$ cat src/rtl/adder4.sv
//------------------------------------------------------------------------------
// adder4
//   Free-running up-counter. The next count comes from an explicit ripple-carry
//   chain of full-adder cells, not from a behavioural '+'. Each clock adds the
//   constant STEP, modulo 2**WIDTH. There is no enable, no load and no overflow
//   flag.
//
// Parameters
//   WIDTH  counter/adder width in bits (>= 2)
//   STEP   constant addend per clock (1 .. 2**WIDTH-1)
//
// Ports
//   CLK    in   1      clock; state updates on the rising edge
//   RST_X  in   1      asynchronous active-low reset; forces CNT to 0
//   CNT    out  WIDTH  registered counter value
//------------------------------------------------------------------------------
module adder4 #(
   parameter int WIDTH = 4,
   parameter int STEP  = 1
) (
   input  logic             CLK,
   input  logic             RST_X,
   output logic [WIDTH-1:0] CNT
);

   // Reject illegal configurations while elaborating.
   if (WIDTH < 2) begin : g_bad_width
      $error("adder4: WIDTH must be >= 2");
   end
   if ((STEP < 1) || (longint'(STEP) > ((longint'(1) << WIDTH) - 1))) begin : g_bad_step
      $error("adder4: STEP must be in 1 .. 2**WIDTH-1");
   end

   localparam logic [WIDTH-1:0] LP_B = WIDTH'(STEP);

   logic [WIDTH-1:0] r_cnt;
   logic [WIDTH-1:0] w_sum;
   logic [WIDTH-1:0] w_carry;   // w_carry[i] is the carry into cell i

   assign w_carry[0] = 1'b0;

   for (genvar gi = 0; gi < WIDTH; gi++) begin : g_fa
      assign w_sum[gi] = r_cnt[gi] ^ LP_B[gi] ^ w_carry[gi];
      // The MSB cell's carry-out is dropped, which is what makes the count wrap.
      if (gi < WIDTH - 1) begin : g_co
         assign w_carry[gi+1] = (r_cnt[gi] & LP_B[gi])
                              | (w_carry[gi] & (r_cnt[gi] ^ LP_B[gi]));
      end
   end

   always_ff @(posedge CLK or negedge RST_X) begin
      if (!RST_X) begin
         r_cnt <= '0;
      end else begin
         r_cnt <= w_sum;
      end
   end

   assign CNT = r_cnt;

endmodule

$ cat config.mk
export PLATFORM = sky130hd
export DESIGN_NAME = adder4
export DESIGN_NICKNAME = d
export VERILOG_FILES = /design/src/rtl/adder4.sv
export SDC_FILE = /design/constraint.sdc
export NUM_CORES = 1
export LEC_CHECK = 0
export CELL_PAD_IN_SITES_DETAIL_PLACEMENT = 1
export CELL_PAD_IN_SITES_GLOBAL_PLACEMENT = 2
export CORE_AREA = 2 2 39 41
export DETAILED_ROUTE_END_ITERATION = 10
export DIE_AREA = 0 0 41 43
export GPL_TIMING_DRIVEN = 1
export PLACE_DENSITY = 0.39
export SYNTH_ARGS = -nofsm -noshare
export SYNTH_HDL_FRONTEND = slang
export SYNTH_SLANG_ARGS = --single-unit
$ cat constraint.sdc
create_clock -name CLK -period 3.4 [get_ports CLK]
set_clock_uncertainty 0.15 [all_clocks]
set_input_delay 0.68 -clock CLK [delete_from_list [all_inputs] [get_ports CLK]]
set_output_delay 0.68 -clock CLK [all_outputs]
set_load 0.005 [all_outputs]
==> results.md <==
* Sw Pwr at 0.0000197 W
* Number of I/O pins at 6
* Clock power frac at 53.9%
* Final ANT Viol Nets at 0
* Routed WL at 254 um
* Die X-Extent at 41 um
* Vias in the first global route at 97
* Peak per-stage delay on the critical path at 0.52 ns
* CTS H-tree lvls at 1
* Tot Pwr at 0.000108 W
* CP Launch Type: flip-flop
* Port bufs at 5
* Largest family of logic cells by synthesized area: adder cells
* Synth top area cells: dfrtp_1, ha_1, xor2_1, inv_1
* Status: completed
* Synthesis-stage register bit count at 4
* Crit Path Max Fanout at 3
* Internal power at 0.0000883 W
* Sequential power share at 44.3%
* Seq/Total Area, Yosys at 72.7%
* Synth Net Count at 12
* Slowest-stage cell, CP: clkdlybuf4s50_1
* R2R Setup Slk at 2.18 ns
* Hold WC Path Type: flip-flop to flip-flop
* Critical Path RT at 2.57 ns
* Leakage at 0.122 nW
* Rows at 14
* Largest register FFs at 4
* Share of post-route cells with drive strength above 1 at 18.8%
* CP arrival at 1.11 ns
* All-Layer GR Usage at 4.23%
* CTS Buffer Depth at 2
* RSZ-0062 raised after global routing: no
* Buf+Inv Stages, Crit Path at 1
* # Post-CTS Setup Buffers at 0
* Min-Delay Endpoint: CNT[0]
* Setup TNS at 0 ns
* Slew HR at 87.0%
* P per Cell Area at 469 nW/um2
* Post-Syn Area per Cell at 17.2 um2
* YS warnings at 0
* Slew of the pin with the lowest slew margin at 0.194 ns
* Grt total ovfl at 0
* Max-cap violations at 0
* Final setup margin at 1.46 ns
* Peak VDD IR at 0.229 mV
* CTS Hold Bufs at 0
* Die Ht at 43 um
* TritonRoute pass-1 iters at 1
* DP Worst Slack at 1.70 ns
* Clock transition at the registers of the reported paths at 0.03 ns
* DR iter-0 viols at 0
* Most common cell after layout, fill and taps aside: clkdlybuf4s50_1
* Drt wl/cell at 7.94 um
* Simple-Gate Fraction of Synth Area at 0%
* Highest clock rate at 515 MHz
* R2R depth at 3
* Core area at 1380 um2
* Synth unique cells at 4
* Initial Util at 9.95%
* Top-area cell type share of the netlist area at 72.7%
* Largest net degree at the start of global routing at 5
* Synthesized cell area at 138 um2
* Final setup fails at 0
* Gpl congestion at 0.576
* Part of the power in combinational logic at 1.8%
* First-pass GRT wire length at 427 um
* Cts repair resizes at 0
* CP Cell Sequence: clkdlybuf4s50_1
* CP endpoint kind: output pin
* Diodes inserted at 0
* Worst-Skew Late Latency at 0.23 ns
* Crit path launch: CNT[0]
* Root buffer cell: clkbuf_4
* Sw frac at 18.2%
* Hold Fails Final Rpt at 0
* CP delay by family, top: buffers and inverters
* Vias per inst at 2.72
* Post-DP HPWL at 186 um
* Post-Synth XOR/XNOR Area at 6.36%
* Compound-Gate Fraction of Synth Area at 0%
* Remaining DRCs at 0
* Initial antenna violation count at 0
* Leading area contributor after synthesis: dfrtp_1
* Worst reg2reg path endpoint: CNT[3]
* CTS sink cnt at 4
* Final Cycle Share at 57.1%
* CTS Buf Count at 3
* Worst hold path startpoint: CNT[0]
* Worst Hold Path Cells at 1
* Mux contribution to synthesized area at 0%
* Fill cells at 155
* Max Slew Vio Count at 0
* Fin nets at 22
* Min Tclk post-route at 1.94 ns
* Die ar. at 1760 um2
* TritonCTS clock tree: done
* Kind of critical path: flip-flop to output pin
* DR vias at 87
* Layout area overhead at 67.3%
* Post-Syn Instances at 8
* RR Startpoint: CNT[0]
* Synth Area in Adders at 18.2%
* Commonest cells after routing, fill and taps aside: clkdlybuf4s50_1, dfrtp_1, clkbuf_4
==> worst reg2reg max path, delay by kind of cell (launching register included) <==
kind,cells,cell delay (ns)
xor+xnor,1,0.16
fa+ha+maj,2,0.41
flops,1,0.39
==> metrics by stage <==
stage	hold WS [ns]	util, %	cell area (um2)	std cells
global placement	0.300	15.0	208	29
global route	0.343	16.6	230	32
CTS	0.312	16.6	230	32
detailed placement	0.303	15.0	208	29
floorplan	0.234	-	138	8
finish	0.307	16.6	230	32
==> cell type report <==
type | count | area, um2 | share of cell area (%)
Sequential cell | 4 | 100 | 43.5
Timing Repair Buffer | 5 | 50.0 | 21.7
Multi-Input combinational cell | 3 | 33.8 | 14.7
Clock buffer | 3 | 22.5 | 9.78
Tap cell | 16 | 20.0 | 8.70
Inverter | 1 | 3.75 | 1.63
==> per-layer routing <==
metal | vias to the layer above | track usage [%] | part of all wire [%]
met1 | 39 | 5.54 | 59
met2 | 6 | 3.13 | 26
met3 | 0 | 6.28 | 14
li1 | 42 | - | -
met5 | - | 0 | 0
met4 | 0 | 2.00 | 0
==> power by group through the flow <==
stage / sequential [W] / clock [W] / combinational, W
finish: 0.0000479 / 0.0000582 / 0.00000193
global route: 0.0000478 / 0.0000640 / 0.00000214
global placement: 0.0000485 / 0 / 0.00000202
floorplan: 0.0000485 / 0 / 0.0000000000381
detailed placement: 0.0000485 / 0 / 0.00000195
CTS: 0.0000479 / 0.0000618 / 0.00000198
==> worst max path at each step <==
| stage | slack (ns) | end | depth (start not counted) |
|---|---|---|---|
| floorplan | 2.19 | CNT[0] | 0 |
| global placement | 1.70 | CNT[0] | 1 |
| detailed placement | 1.70 | CNT[0] | 1 |
| CTS | 1.44 | CNT[0] | 1 |
| global route | 1.41 | CNT[0] | 1 |
| finish | 1.46 | CNT[0] | 1 |
==> cell usage after synthesis (all sizes together) <==
cell type  number
inv             1
dfrtp           4
xor2            1
ha              2
==> logic make-up after synthesis <==
kind of cell  Yosys count
xor+xnor                1
buf+inv                 1
fa+ha+maj               2
flops                   4
No activity file was read; power rests on OpenSTA's default activity.
